**src/rtl/time_ctrl_pkg.sv**
```systemverilog
// rtl/time_ctrl_pkg.sv - state encoding, field limits and blink masks for the time-set controller
package time_ctrl_pkg;

  typedef enum logic [1:0] {
    ST_RUN      = 2'd0,
    ST_SET_HOUR = 2'd1,
    ST_SET_MIN  = 2'd2,
    ST_COMMIT   = 2'd3
  } set_state_e;

  localparam logic [6:0] HOUR_MAX  = 7'd23;
  localparam logic [6:0] MIN_MAX   = 7'd59;
  localparam logic [3:0] MASK_HOUR = 4'b1100;
  localparam logic [3:0] MASK_MIN  = 4'b0011;
  localparam logic [3:0] MASK_NONE = 4'b0000;

  // Simultaneous up and down cancel out and leave the value untouched.
  function automatic logic [6:0] wrap_step(input logic [6:0] val, input logic [6:0] max,
                                           input logic up, input logic down);
    logic [6:0] res;
    res = val;
    if (up && !down) begin
      res = (val >= max) ? 7'd0 : val + 7'd1;
    end else if (down && !up) begin
      res = (val == 7'd0) ? max : val - 7'd1;
    end
    return res;
  endfunction

endpackage

```
**src/rtl/btn_edge_detect.sv**
```systemverilog
// rtl/btn_edge_detect.sv - rising-edge pulse from a debounced, already-synchronous button level
module btn_edge_detect (
  input  logic i_clk,
  input  logic i_reset,
  input  logic i_level,
  output logic o_rise
);

  logic level_q;

  always_ff @(posedge i_clk) begin
    if (i_reset) begin
      level_q <= 1'b0;
    end else begin
      level_q <= i_level;
    end
  end

  assign o_rise = i_level & ~level_q;

endmodule

```
**src/rtl/time_set_ctrl.sv**
```systemverilog
// rtl/time_set_ctrl.sv - clock time-setting FSM with blink mask; SET_TIMEOUT_EN adds an idle timeout
module time_set_ctrl #(
  parameter int TIMEOUT_TICKS = 20
) (
  input  logic       i_clk,
  input  logic       i_reset,
  input  logic       i_btn_mode,
  input  logic       i_btn_up,
  input  logic       i_btn_down,
  input  logic       i_tick_blink,
  input  logic [6:0] i_cur_hour,
  input  logic [6:0] i_cur_min,
  output logic       o_run_en,
  output logic       o_load,
  output logic [6:0] o_load_hour,
  output logic [6:0] o_load_min,
  output logic [3:0] o_blink_mask,
  output logic [1:0] o_state
);

  import time_ctrl_pkg::*;

  set_state_e state_q, state_d;
  logic [6:0] hour_q, hour_d, min_q, min_d;
  logic       phase_q, phase_d;
  logic       mode_rise, up_rise, down_rise, any_rise, in_set, timeout_hit;

  btn_edge_detect u_mode (.i_clk(i_clk), .i_reset(i_reset), .i_level(i_btn_mode), .o_rise(mode_rise));
  btn_edge_detect u_up   (.i_clk(i_clk), .i_reset(i_reset), .i_level(i_btn_up),   .o_rise(up_rise));
  btn_edge_detect u_down (.i_clk(i_clk), .i_reset(i_reset), .i_level(i_btn_down), .o_rise(down_rise));

  assign any_rise = mode_rise | up_rise | down_rise;
  assign in_set   = (state_q == ST_SET_HOUR) || (state_q == ST_SET_MIN);

`ifdef SET_TIMEOUT_EN
  localparam int unsigned TO_W = $clog2(TIMEOUT_TICKS + 1);
  logic [TO_W-1:0] tick_cnt_q;

  // Any press keeps the user in set mode, so it outranks a coincident final tick.
  assign timeout_hit = in_set && i_tick_blink && !any_rise &&
                       (tick_cnt_q == TO_W'(TIMEOUT_TICKS - 1));

  always_ff @(posedge i_clk) begin
    if (i_reset || any_rise || !in_set || (state_d != state_q)) begin
      tick_cnt_q <= '0;
    end else if (i_tick_blink) begin
      tick_cnt_q <= tick_cnt_q + TO_W'(1);
    end
  end
`else
  logic unused_timeout_cfg;
  assign unused_timeout_cfg = (TIMEOUT_TICKS == 0);
  assign timeout_hit        = 1'b0;
`endif

  always_ff @(posedge i_clk) begin
    if (i_reset) begin
      state_q <= ST_RUN;
      hour_q  <= 7'd0;
      min_q   <= 7'd0;
      phase_q <= 1'b0;
    end else begin
      state_q <= state_d;
      hour_q  <= hour_d;
      min_q   <= min_d;
      phase_q <= phase_d;
    end
  end

  always_comb begin
    state_d = state_q;
    hour_d  = hour_q;
    min_d   = min_q;
    phase_d = phase_q;
    case (state_q)
      ST_RUN: begin
        if (mode_rise) begin
          hour_d  = i_cur_hour;
          min_d   = i_cur_min;
          state_d = ST_SET_HOUR;
        end
      end
      ST_SET_HOUR: begin
        if (mode_rise) state_d = ST_SET_MIN;
        else           hour_d  = wrap_step(hour_q, HOUR_MAX, up_rise, down_rise);
      end
      ST_SET_MIN: begin
        if (mode_rise) state_d = ST_COMMIT;
        else           min_d   = wrap_step(min_q, MIN_MAX, up_rise, down_rise);
      end
      default: state_d = ST_RUN;
    endcase
    if (timeout_hit) state_d = ST_RUN;

    // Restart the blink with the digits visible after entry or any press.
    if (any_rise || ((state_d != state_q) &&
                     ((state_d == ST_SET_HOUR) || (state_d == ST_SET_MIN)))) begin
      phase_d = 1'b0;
    end else if (in_set && i_tick_blink) begin
      phase_d = ~phase_q;
    end
  end

  always_comb begin
    o_blink_mask = MASK_NONE;
    if (phase_q && (state_q == ST_SET_HOUR)) o_blink_mask = MASK_HOUR;
    else if (phase_q && (state_q == ST_SET_MIN)) o_blink_mask = MASK_MIN;
  end

  assign o_state     = state_q;
  assign o_run_en    = (state_q == ST_RUN);
  assign o_load      = (state_q == ST_COMMIT);
  assign o_load_hour = hour_q;
  assign o_load_min  = min_q;

endmodule

```
**config.mk**
```make
export PLATFORM = sky130hd
export DESIGN_NAME = time_set_ctrl
export DESIGN_NICKNAME = d
export VERILOG_FILES = /design/src/rtl/time_ctrl_pkg.sv /design/src/rtl/btn_edge_detect.sv /design/src/rtl/time_set_ctrl.sv
export SDC_FILE = /design/constraint.sdc
export NUM_CORES = 1
export LEC_CHECK = 0
export BUFFER_PORTS_ARGS = -buffer_cell sky130_fd_sc_hd__buf_2
export CAP_MARGIN = 0
export CORE_MARGIN = 2
export CORE_UTILIZATION = 53
export CTS_CLUSTER_SIZE = 20
export DETAILED_ROUTE_END_ITERATION = 16
export GPL_TIMING_DRIVEN = 0
export PLACE_DENSITY = 0.89
export SETUP_SLACK_MARGIN = 0.15
export SLEW_MARGIN = 15
export SYNTH_ARGS = -nofsm -noshare
export SYNTH_HDL_FRONTEND = slang
export SYNTH_SLANG_ARGS = --single-unit
```
**constraint.sdc**
```tcl
create_clock -name i_clk -period 2.1 [get_ports i_clk]
set_input_delay 0.105 -clock i_clk [delete_from_list [all_inputs] [get_ports i_clk]]
set_output_delay 0.105 -clock i_clk [all_outputs]
set_load 0.01 [all_outputs]
```
==> results of run 1 <==
-- layout by cell type, fill, tap and decap left out, types with 10 or more instances in the layout --
cell type / synthesis / final
o21ai_0: 17 / 16
a211oi_1: 10 / 10
nand2_1: 13 / 13
dfxtp_1: 20 / 17
a21oi_1: 10 / 10
nor2_1: 20 / 18
nor3_1: 13 / 13
buf_2: 2 / 43
inv_1: 13 / 13
-- power by group through the flow --
stage	logic [mW]	clock network, mW	registers (mW)
after floorplan	0.552	0	0.510
after global routing	0.877	0.208	0.504
after global placement	0.733	0	0.497
after detailed placement	0.754	0	0.499
final	0.799	0.193	0.496
after CTS	0.766	0.193	0.492
-- flip-flops by register name (all words and copies together) (netlist names) --
signal and flops:
u_mode.level_q 1, o_state 2, u_up.level_q 1, u_down.level_q 1
phase_q 1, o_load_hour 7, o_load_min 7
-- synth_stat cells, drive strengths merged (2+ instances only) --
| cell | instances |
|---|---|
| a211oi | 11 |
| a21oi | 11 |
| a31oi | 2 |
| a32o | 3 |
| and3 | 3 |
| buf | 10 |
| clkbuf | 6 |
| dfxtp | 20 |
| ha | 9 |
| inv | 13 |
| nand2 | 13 |
| nand2b | 8 |
| nand3 | 8 |
| nand4b | 2 |
| nor2 | 20 |
| nor2b | 5 |
| nor3 | 14 |
| o21a | 4 |
| o21ai | 19 |
| o221ai | 2 |
| o22ai | 3 |
| o31ai | 4 |
| or3 | 2 |
| xnor2 | 8 |
| xor2 | 4 |
-- stage by stage --
stage	setup slack, ns	cell area (um^2)	std cells
2_1_floorplan	0.211	1740	223
3_3_place_gp	0.0650	2000	308
3_5_place_dp	0.0367	2000	308
4_1_cts	0.0606	2030	311
5_1_grt	0.109	2080	312
6_report	0.186	2080	312
-- cell families after synthesis --
logic type / Yosys count / synth area share [%]
AO/OA/AOI/OAI: 68 / 26.9
flip-flops: 20 / 23.0
XOR/XNOR: 12 / 6.48
adder cells (fa/ha/maj): 9 / 6.48
buffers and inverters: 29 / 9.58
AND/OR/NAND/NOR: 84 / 27.0
multiplexers: 1 / 0.576
-- how the worst max path moves through the flow --
stage	startpoint	endpoint	slack [ns]	cells past startpoint
4_1_cts	o_state[1]$_SDFF_PP0_	o_blink_mask[1]	0.06	7
6_report	o_state[1]$_SDFF_PP0_	o_blink_mask[1]	0.19	7
5_1_grt	o_load_hour[0]$_SDFFE_PP0P_	o_load_hour[5]$_SDFFE_PP0P_	0.11	7
2_1_floorplan	o_state[0]$_SDFF_PP0_	o_load_hour[0]$_SDFFE_PP0P_	0.21	7
3_5_place_dp	o_load_hour[0]$_SDFFE_PP0P_	o_load_hour[0]$_SDFFE_PP0P_	0.04	6
3_3_place_gp	o_state[0]$_SDFF_PP0_	o_load_hour[0]$_SDFFE_PP0P_	0.06	7
-- metal layers --
metal  vias up  part of all wire, %
li1        895                    -
met1       844                   44
met2        79                   49
met3         6                  6.2
met4         0                  1.4
met5         -                    0
-- critical path, delay by kind of cell (launching register included) --
family                   cells  cell delay (ns)
buffers and inverters        5             0.74
flip-flops                   1             0.37
adder cells (fa/ha/maj)      1             0.20
AND/OR/NAND/NOR              1             0.20
-- final cells by class --
class / instances / area, um^2
fill: 283 / 997
clock buffer: 3 / 22.5
tap: 44 / 55.1
inverter: 13 / 48.8
buffer: 16 / 123
timing repair buffer: 42 / 213
sequential: 20 / 407
multi-input combinational: 174 / 1210
-- timing repair --
item,4_1_cts,5_1_grt
setup buffers,0,1
resized for setup,6,14
pin swaps,0,2
setup endpoints to repair,12,15
==> metrics.txt, run 1 <==
hold_sp i_btn_down; CP Capture Type output port; Area contributors post-synth dfxtp_1, ha_1, o21ai_0, a211oi_1, nor2_1; Post-synth EDFFs 0; CTS Root Cell clkbuf_4; maximum VDD drop 0.401 mV; sequential-to-total area share from yosys stat 23.0%; synthesized flop and latch total 20; CTS tree yes; sequential power share 33.3%; antenna violations before repair 0; drt first pass iters 4; Synth Instances 223; Crit Path Max Fanout 10; CTS max path bufs 2; Port Buf Inserts 41; Initial Utilization 56.5%; Synth top area share 23.0%; status finished clean; fin util 67.6%; cells along the critical path inv_1 -> ha_4 -> clkbuf_4 -> inv_1 -> and3_1 -> buf_4 -> buf_2; met3 Usage GRT 2.94%; die boundary height 61.3 um; first-pass GRT wire length between 7 and 8 mm; maxcap violations 0; Lkg Pwr 0.886 nW; Cell Int Power ~0.85 mW; most frequent CP cell inv_1; DRT antenna net count 0; CP max-delay cell dfxtp_2; later-pin clock latency in the skew report 0.31 ns; clk sink count 20; hold crit path type input pin to flop; Vias 1824; WHS roughly 0.013 ns; Clk pwr share a little over an eighth; Critical Path AT 1.81 ns; layout cells sized above 1 29.9%; Ys Warns 0; Net Switching 0.636 mW; Core Footprint roughly 3100 um^2; grt met2 use a little over two fifths; pin count of the biggest net entering global routing 11; Final nets 299; clock-pin slew on the worst setup and hold paths roughly 0.12 ns; FF-to-FF path depth 7; Worst-Margin Slew 0.548 ns; startpoint types flop; Post-synth ARST share 0%; Layout area overhead 19.7%; ant diodes 0; Clock Skew ~0.0056 ns; RSZ-0062 raised after global routing true; Pwr Total 1.49 mW; Top FF cell, synth dfxtp_1; Die Area approximately 3800 um^2; Final Hold Viols 0; dpl hpwl 3.35 mm; H-tree Lvls 1; Worst EP required 2.00 ns; GRT overflow 0; gpl congestion 0.923; hold path endpoint u_down.level_q$_SDFF_PP0_; Net Count, Synth 252; cts hold-fix bufs 0; Switching Share a little over two fifths; area leader, netlist dfxtp_1; 1st-iter DRT viols 110; fin crit share 91.2%; Via-to-Cell Ratio slightly below 6; Die Wd between 60 and 70 um; total CTS buffers 3; reg2reg start o_load_hour[0]$_SDFFE_PP0P_; Slew HR 63.4%; row count 20; f_max between 500 and 600 MHz; gr usage total about a quarter; GR Layer Usage met1 35.3%; Slew Limit Fails 0; mapped cell area between 1500 and 2000 um^2; setup violators final 0; syn avg cell area 7.79 um^2; Final min period 1.91 ns; IO Pins 42; Setup TNS 0 ns; drt wl/cell about 15 um; power per cell area 715 nW/um^2; Comb pwr share a little over half; DRC errors left 0; WS Path Type flop to output port; Hold Path Cell Cnt 2; Distinct cells, synth 55; vias in the first global route 1564; setup slack, reg-to-reg 0.23 ns; busiest grt layer met2; Routed WL roughly 4.6 mm; Worst path max stage delay 0.37 ns; terminus of the critical flop-to-flop path o_load_hour[5]$_SDFFE_PP0P_
(Power assumes the default switching activity.)
==> run 2: changes to the inputs <==
==> constraint.sdc (replaced) <==
create_clock -name i_clk -period 2.1 [get_ports i_clk]
set_input_delay 0.315 -clock i_clk [delete_from_list [all_inputs] [get_ports i_clk]]
set_output_delay 0.315 -clock i_clk [all_outputs]
set_load 0.01 [all_outputs]
==> metrics.txt, run 2 (same netlist as run 1, synthesis figures left out) <==
status finished clean; Worst EP required 2.28 ns; GRT overflow 0; setup slack, reg-to-reg 0.19 ns; drt wl/cell 15.3 um; Clock Skew 0.00176 ns; Vias 1950; Slew Limit Fails 0; first-pass GRT wire length about 7.4 mm; clock-pin slew on the worst setup and hold paths 0.12 ns; H-tree Lvls 1; setup violators final 0; Lkg Pwr roughly 0.94 nW; Layout area overhead 27.0%; die boundary height between 60 and 70 um; Crit Path Max Fanout 6; power per cell area 718 nW/um^2; Setup TNS 0 ns; RSZ-0062 raised after global routing true; drt first pass iters 5; DRT antenna net count 0; Slew HR 63.2%; Worst-Margin Slew 0.553 ns; Routed WL around 5 mm; Die Area 3750 um^2; antenna violations before repair 0; 1st-iter DRT viols ~170; Final min period 1.91 ns; Port Buf Inserts 41; CTS max path bufs 2; WS Path Type flop to flop; f_max approximately 520 MHz; gpl congestion 0.923; most frequent cells in the layout buf_2, nor2_1, o21ai_0, dfxtp_1, buf_4; ant diodes 0; Critical Path AT 2.09 ns; layout cells sized above 1 35.4%; IO Pins 42; maximum VDD drop just over 0.4 mV; cts hold-fix bufs 0; CTS tree yes; most common cell after layout, fill and taps aside buf_2; gr usage total 26.3%; Layout fillers 252; Pwr Total 1.58 mW; Final nets 308; clk sink count 20; Core Footprint 3080 um^2; DRC errors left 0; later-pin clock latency in the skew report 0.31 ns; hold crit path type input pin to flop; Via-to-Cell Ratio 6.07; vias in the first global route around 1.6k; Die Wd 61.3 um; pin count of the biggest net entering global routing 11; Initial Utilization between 50% and 60%; maxcap violations 0; row count 20; fin crit share between 90% and 100%; total CTS buffers 3; CTS Root Cell clkbuf_4; dpl hpwl 3.35 mm; startpoint types flop; CP Capture Type flop; Final Hold Viols 0
run 2: cell count changes in the layout (fill, tap and decap cells not counted), moves of 2 or more:
cell	before	now
dfxtp_4	1	4
inv_1	13	8
buf_4	5	14
ha_4	1	3
inv_2	0	5
dfxtp_2	2	0
run 2: area by class of cell:
class                      instances  area [um^2]  share of cell area [%]
buffer                            16          136                    6.18
clock buffer                       3         22.5                    1.02
inverter                          13         48.8                    2.21
multi-input combinational        174         1250                    56.6
sequential                        20          415                    18.8
tap                               44         55.1                    2.49
timing repair buffer              51          280                    12.7
run 2: layer usage:
layer / part of all wire, % / GRT usage (%) / wire length [um] / vias to the layer above
li1: - / - / - / 914
met1: 40 / 35.3 / 1990 / 892
met2: 48 / 42.7 / 2360 / 119
met3: 8.2 / 2.94 / 406 / 25
met4: 3.4 / 11.2 / 165 / 0
met5: 0 / 0 / 0 / -
run 2: power breakdown:
group	internal, mW	switching [mW]	leakage, nW
logic	0.411	0.482	0.760
registers	0.431	0.0659	0.167
clock network	0.0670	0.128	0.0138
run 2: path summary, 6_finish.rpt:
kind                                from  cells after the start                     endpoint
min                           i_btn_down                      2    u_down.level_q$_SDFF_PP0_
max          o_load_hour[0]$_SDFFE_PP0P_                      7  o_load_hour[3]$_SDFFE_PP0P_
min reg2reg         phase_q$_SDFFE_PP0P_                      2         phase_q$_SDFFE_PP0P_
max reg2reg  o_load_hour[0]$_SDFFE_PP0P_                      7  o_load_hour[3]$_SDFFE_PP0P_
run 2: critical path: stages (launching register included):
cell      delay [ns]
dfxtp_4         0.39
inv_2           0.08
ha_4            0.14
or4b_4          0.50
nor3_4          0.26
o31ai_2         0.10
a211oi_1        0.23
a311oi_1        0.08
run 2: metrics by stage:
step,utilization [%],std cells,cell area (um^2),hold slack [ns],setup WS (ns)
2_1_floorplan,-,223,1740,0.443,0.211
3_3_place_gp,64.9,308,2000,0.541,0.0650
3_5_place_dp,64.9,308,2000,0.547,-0.00243
4_1_cts,66.9,311,2060,0.229,0.0552
5_1_grt,71.7,321,2210,0.247,0.116
6_report,71.7,321,2210,0.224,0.192
run 2: timing repair:
| item | in CTS | in global routing |
|---|---|---|
| setup endpoints to repair | 13 | 15 |
| resized for setup | 13 | 26 |
| pin swaps | 0 | 5 |
| buffers inserted | 0 | 10 |
